===== src/rtl/reg_file_pkg.sv =====
// Shared types and helpers for the multiport register file.
//   state_t  : clear-sequencer states (CLEAR, IDLE)
//   be_merge : byte-enable merge of a new word into an old word
package reg_file_pkg;

    typedef enum logic {
        CLEAR = 1'b0,
        IDLE  = 1'b1
    } state_t;

    // Widest entry the merge helper handles; callers zero-extend and truncate.
    localparam int MAX_DW = 256;

    function automatic logic [MAX_DW-1:0] be_merge(
        input logic [MAX_DW-1:0]   old_v,
        input logic [MAX_DW-1:0]   new_v,
        input logic [MAX_DW/8-1:0] be
    );
        logic [MAX_DW-1:0] m;
        m = old_v;
        for (int k = 0; k < MAX_DW/8; k++) begin
            if (be[k]) m[8*k +: 8] = new_v[8*k +: 8];
        end
        return m;
    endfunction

endpackage


===== src/rtl/reg_file_clear_seq.sv =====
// Clear sequencer: walks every entry writing zero, then idles until clr_req.
//   clk      : clock
//   arst_n   : asynchronous active-low reset (restarts the clear)
//   clr_req  : start a clear sequence (honoured only in IDLE)
//   busy     : high while the clear runs
//   clr_we   : write-zero strobe to storage
//   clr_addr : entry being zeroed
module reg_file_clear_seq
    import reg_file_pkg::*;
#(
    parameter int ADDR_W = 3
) (
    input  logic              clk,
    input  logic              arst_n,
    input  logic              clr_req,
    output logic              busy,
    output logic              clr_we,
    output logic [ADDR_W-1:0] clr_addr
);

    state_t            r_state, w_state_nxt;
    logic [ADDR_W-1:0] r_cnt,   w_cnt_nxt;

    always_ff @(posedge clk or negedge arst_n) begin
        if (!arst_n) begin
            r_state <= CLEAR;
            r_cnt   <= '0;
        end else begin
            r_state <= w_state_nxt;
            r_cnt   <= w_cnt_nxt;
        end
    end

    always_comb begin
        w_state_nxt = r_state;
        w_cnt_nxt   = r_cnt;
        busy        = 1'b0;
        clr_we      = 1'b0;
        case (r_state)
            CLEAR: begin
                busy      = 1'b1;
                clr_we    = 1'b1;
                // Counter wraps to 0 on the last entry, so IDLE starts at 0.
                w_cnt_nxt = r_cnt + 1'b1;
                if (r_cnt == {ADDR_W{1'b1}}) w_state_nxt = IDLE;
            end
            IDLE: begin
                if (clr_req) begin
                    w_state_nxt = CLEAR;
                    w_cnt_nxt   = '0;
                end
            end
            default: begin
                w_state_nxt = CLEAR;
                w_cnt_nxt   = '0;
            end
        endcase
    end

    assign clr_addr = r_cnt;

endmodule


===== src/rtl/multiport_reg_file.sv =====
// Multiport register file: one byte-enabled write port, NUM_RD combinational
// read ports, optional hardwired-zero entry 0, optional write->read bypass,
// and a sequenced clear (run after reset and on clr_req).
//   clk, arst_n            : clock, asynchronous active-low reset
//   we, w_addr, w_data, w_be : write request with byte enables
//   clr_req                : request to zero every entry
//   r_addr / r_data        : packed read addresses / read data, slice p = port p
//   busy                   : clear sequence running (reads return 0)
//   wr_drop                : one-cycle pulse, a write arrived during a clear
module multiport_reg_file
    import reg_file_pkg::*;
#(
    parameter int DATA_W   = 8,
    parameter int ADDR_W   = 3,
    parameter int NUM_RD   = 2,
    parameter int ZERO_REG = 0,
    parameter int BYPASS   = 1
) (
    input  logic                     clk,
    input  logic                     arst_n,
    input  logic                     we,
    input  logic [ADDR_W-1:0]        w_addr,
    input  logic [DATA_W-1:0]        w_data,
    input  logic [DATA_W/8-1:0]      w_be,
    input  logic                     clr_req,
    input  logic [NUM_RD*ADDR_W-1:0] r_addr,
    output logic [NUM_RD*DATA_W-1:0] r_data,
    output logic                     busy,
    output logic                     wr_drop
);

    localparam int DEPTH = 2**ADDR_W;

    // Storage has no reset; the clear sequencer initialises it.
    logic [DATA_W-1:0] r_mem [DEPTH];
    logic              r_wr_drop;

    logic              w_busy;
    logic              w_clr_we;
    logic [ADDR_W-1:0] w_clr_addr;
    logic              w_zero_hit;
    logic              w_wr_ok;
    logic [DATA_W-1:0] w_merged;

    reg_file_clear_seq #(.ADDR_W(ADDR_W)) u_clr_seq (
        .clk      (clk),
        .arst_n   (arst_n),
        .clr_req  (clr_req),
        .busy     (w_busy),
        .clr_we   (w_clr_we),
        .clr_addr (w_clr_addr)
    );

    assign w_zero_hit = (ZERO_REG != 0) && (w_addr == '0);
    // A write is accepted only outside the clear and not to a hardwired zero.
    assign w_wr_ok    = we && !w_busy && !w_zero_hit;
    assign w_merged   = DATA_W'(be_merge(MAX_DW'(r_mem[w_addr]),
                                         MAX_DW'(w_data),
                                         (MAX_DW/8)'(w_be)));

    always_ff @(posedge clk) begin
        if (w_clr_we)     r_mem[w_clr_addr] <= '0;
        else if (w_wr_ok) r_mem[w_addr]     <= w_merged;
    end

    always_ff @(posedge clk or negedge arst_n) begin
        if (!arst_n) r_wr_drop <= 1'b0;
        else         r_wr_drop <= we && w_busy;
    end

    for (genvar p = 0; p < NUM_RD; p++) begin : g_rd
        logic [ADDR_W-1:0] w_ra;
        logic [DATA_W-1:0] w_rd;

        assign w_ra = r_addr[p*ADDR_W +: ADDR_W];

        always_comb begin
            w_rd = r_mem[w_ra];
            if (w_busy)
                w_rd = '0;
            else if ((ZERO_REG != 0) && (w_ra == '0))
                w_rd = '0;
            else if ((BYPASS != 0) && w_wr_ok && (w_ra == w_addr))
                w_rd = w_merged;
        end

        assign r_data[p*DATA_W +: DATA_W] = w_rd;
    end

    assign busy    = w_busy;
    assign wr_drop = r_wr_drop;

endmodule


===== config.mk =====
export PLATFORM = sky130hd
export DESIGN_NAME = multiport_reg_file
export DESIGN_NICKNAME = d
export VERILOG_FILES = /design/src/rtl/reg_file_pkg.sv /design/src/rtl/reg_file_clear_seq.sv /design/src/rtl/multiport_reg_file.sv
export SDC_FILE = /design/constraint.sdc
export NUM_CORES = 1
export LEC_CHECK = 0
export ABC_AREA = 1
export CAP_MARGIN = 25
export CORE_UTILIZATION = 40
export CTS_CLUSTER_DIAMETER = 60
export DETAILED_ROUTE_END_ITERATION = 10
export PLACE_DENSITY = 0.69
export SLEW_MARGIN = 20
export SYNTH_ARGS = -nofsm -noshare
export SYNTH_HDL_FRONTEND = slang
export SYNTH_HIERARCHICAL = 1
export SYNTH_SLANG_ARGS = --single-unit

===== constraint.sdc =====
create_clock -name clk -period 2.2 [get_ports clk]
set_clock_uncertainty 0.15 [all_clocks]
set_input_delay 0.33 -clock clk [delete_from_list [all_inputs] [get_ports clk]]
set_output_delay 0.33 -clock clk [all_outputs]
set_load 0.005 [all_outputs]

==> impl_metrics.py <==
metrics = {
    "yosys": {
        "yosys-top-cells-area": "edfxtp_1, nand2_1, nand3_1, inv_1, buf_4",
        "async_flop_share_pct": 7.25,
        "seq_area_frac_synth_pct": 41.3,
        "synth-edff-count": 64,
        "synth_area_mm2": 0.00495,
        "synth_ff_type": "edfxtp_1",
        "synth.most_common_cell": "nand2_1",
        "avgSynthCellArea_um2": 7.07,
        "synth_cell_types": 25,
        "ys_top_cells_by_count": "nand2_1, nand3_1, inv_1",
        "ys_seq_elements": 69,
        "synth_nets": 725,
        "synth_top_cell_by_area": "edfxtp_1",
        "synthCells": 701,
        "synth_top_area_share_pct": 38.8,
        "yosys_warnings": 6,
    },
    "clocking": {
        "clock_sinks": 69,
        "path_clk_slew_ns": 0.06,
        "cts_hold_buf": 0,
        "clkLatencyLatePin_ns": 0.35,
        "cts-root-buf": "clkbuf_16",
        "htree_levels": 3,
        "cts_tree": "done",
        "numCtsBuffers": 9,
        "cts_buffer_depth": 2,
    },
    "timing": {
        "max-slew-margin-rel_pct": 52.6,
        "worst_pin_slew_ns": 0.711,
        "fmax_mhz": 421,
        "rsz0062_at_grt": "yes",
        "period_needed_ns": 2.38,
        "worst_hold_slack_ns": 0.0600,
        "finalHoldViolations": 0,
        "min_period_over_period_pct": 108,
        "slew_violations": 0,
        "fin_ws_ns": -0.177,
        "finalSetupViolCount": 16,
    },
    "outcome": {
        "status": "finished, violations left",
        "violations": "negative setup slack",
    },
    "placement": {
        "dpl.cell_count": 945,
        "gp_congestion": 0.993,
        "dpl.hpwl_mm": 12.5,
        "numPortBuffers": 39,
    },
    "critical_path": {
        "cp-end-kind": "output port",
        "arrival_ns": 1.90,
        "start_kind": "register",
        "cp_max_fo": 4,
        "required_ns": 1.72,
        "crit_type": "reg2out",
    },
    "die": {
        "chipHeight_um": 113,
        "fp.dieArea_mm2": 0.0128,
        "die_w_um": 113,
        "io_pins": 40,
        "fp.coreArea_mm2": 0.0121,
        "rows": 40,
        "initial_utilization_pct": 41.1,
    },
    "drt": {
        "wl_mm": 18.1,
        "drt_iter0_drc": 694,
        "via_per_inst": 5.41,
        "drt-pass1-iter-count": 6,
        "wl_per_cell_um": 18.2,
        "ant_nets": 0,
        "vias": 5373,
        "drc_errors": 0,
    },
    "hold_path": {
        "hp-class": "in2async",
    },
    "power": {
        "p_sw_mw": 2.33,
        "seqPwrFrac_pct": 35.4,
        "ir_drop_uv": 758,
        "power-per-cell-area_mw_per_mm2": 896,
        "swShare_pct": 37.9,
        "pwr-share-comb_pct": 38.4,
        "internal-power_mw": 3.81,
        "clkPwrFrac_pct": 26.2,
        "p_leak_nw": 3.44,
    },
    "finish": {
        "syn_to_final_growth_pct": 38.2,
        "final_cells": 994,
        "num-nets-final": 845,
        "drive_gt1_share_pct": 27.1,
        "fillers": 1091,
        "diodes": 0,
        "final_util_pct": 56.8,
    },
    "grt": {
        "grt_max_degree": 25,
        "overflow": 0,
        "antenna_found_initial": 0,
        "grt_pass1_wl_mm": 28.4,
        "grt.total_usage_pct": 30.1,
        "grt_pass1_vias": 5123,
    },
    "flow_run": {
        "max_cap_viol_count": 0,
    },
}
## path summary, 6_finish.rpt
check	start	endpoint	slack [ns]	depth (start not counted)
hold / removal	arst_n	u_clr_seq/clr_addr[2]	0.06	1
max in group asynchronous	arst_n	u_clr_seq/clr_addr[1]	1.65	1
hold reg to reg	u_clr_seq/clr_addr[1]	u_clr_seq/clr_addr[1]	0.41	2
setup / recovery	u_clr_seq/r_state	r_data[12]	-0.18	15
setup reg to reg	u_clr_seq/r_state	r_mem[0][5]	0.10	12
min in group clk	we	wr_drop	0.20	3
## what timing repair did
action	CTS	global route
pin swaps	26	5
buffers inserted	28	1
setup endpoints to repair	88	64
cloned	4	0
resized for setup	145	13
## layout by cell type, fill, tap and decap left out, types with 10 or more instances in the layout
cell / count
buf_6: 21
inv_1: 82
nand3_1: 147
buf_12: 11
nand3_2: 30
edfxtp_1: 64
nand2_2: 13
buf_4: 71
buf_2: 15
clkdlybuf4s50_1: 13
nand2_1: 267
inv_2: 10
## flip-flops by register name (all words and copies together) (netlist names)
name and count:
r_mem 64, u_clr_seq/clr_addr 3, u_clr_seq/r_state 1, wr_drop 1
## power by group through the flow
stage          clock, mW  combinational [mW]  sequential, mW
2_1_floorplan          0                1.19            2.06
3_3_place_gp           0                2.03            2.17
3_5_place_dp           0                2.07            2.18
4_1_cts             1.63                2.25            2.15
5_1_grt             1.68                2.57            2.20
6_report            1.61                2.36            2.17
## worst max-delay path, stage by stage, from the launching register on
cell and delay [ns]:
dfrtp_1 0.37, inv_2 0.05, inv_2 0.05, nand2_2 0.06, inv_2 0.06, buf_6 0.09, nand2_4 0.04, nor2_4 0.20
nand2_4 0.14, buf_6 0.14, nand3_2 0.05, nand2_1 0.05, inv_1 0.06, nand2_1 0.04, inv_1 0.04, buf_2 0.09
## routing by layer
metal	vias to the layer above	part of all wire [%]	GRT usage, %
met3	54	11	8.68
met1	2504	40	39.5
met5	-	0	0
li1	2486	-	-
met4	0	3.9	12.5
met2	329	45	46.4
## logic make-up (layout without fill, tap and decap cells)
kind of cell	Yosys count	count (layout)	share of synthesized area, %
fa+ha+maj	2	2	0.505
buf+inv	141	264	14.2
flops	69	69	41.3
simple gates	475	477	42.3
compound gates	14	14	1.72
## area by class of cell
type	count	area, um2	share of cell area (%)
Inverter	104	438	6.40
Tap cell	168	210	3.07
Clock buffer	9	225	3.29
Timing Repair Buffer	144	1350	19.7
Sequential cell	69	2050	29.9
Multi-Input combinational cell	493	2470	36.1
Clock inverter	7	105	1.53
## through the flow
step                      instance area [um2]  TNS [ns]  setup slack [ns]  total power [mW]
after global routing                     6850     -3.43            -0.282              6.46
after detailed placement                 5920    -54.77            -0.687              4.25
final                                    6850     -1.76            -0.177              6.14
after global placement                   5920    -51.78            -0.652              4.20
after floorplan                          4950         0             0.142              3.25
after CTS                                6780     -1.88            -0.211              6.03
Power figures use the tool's default switching activity.
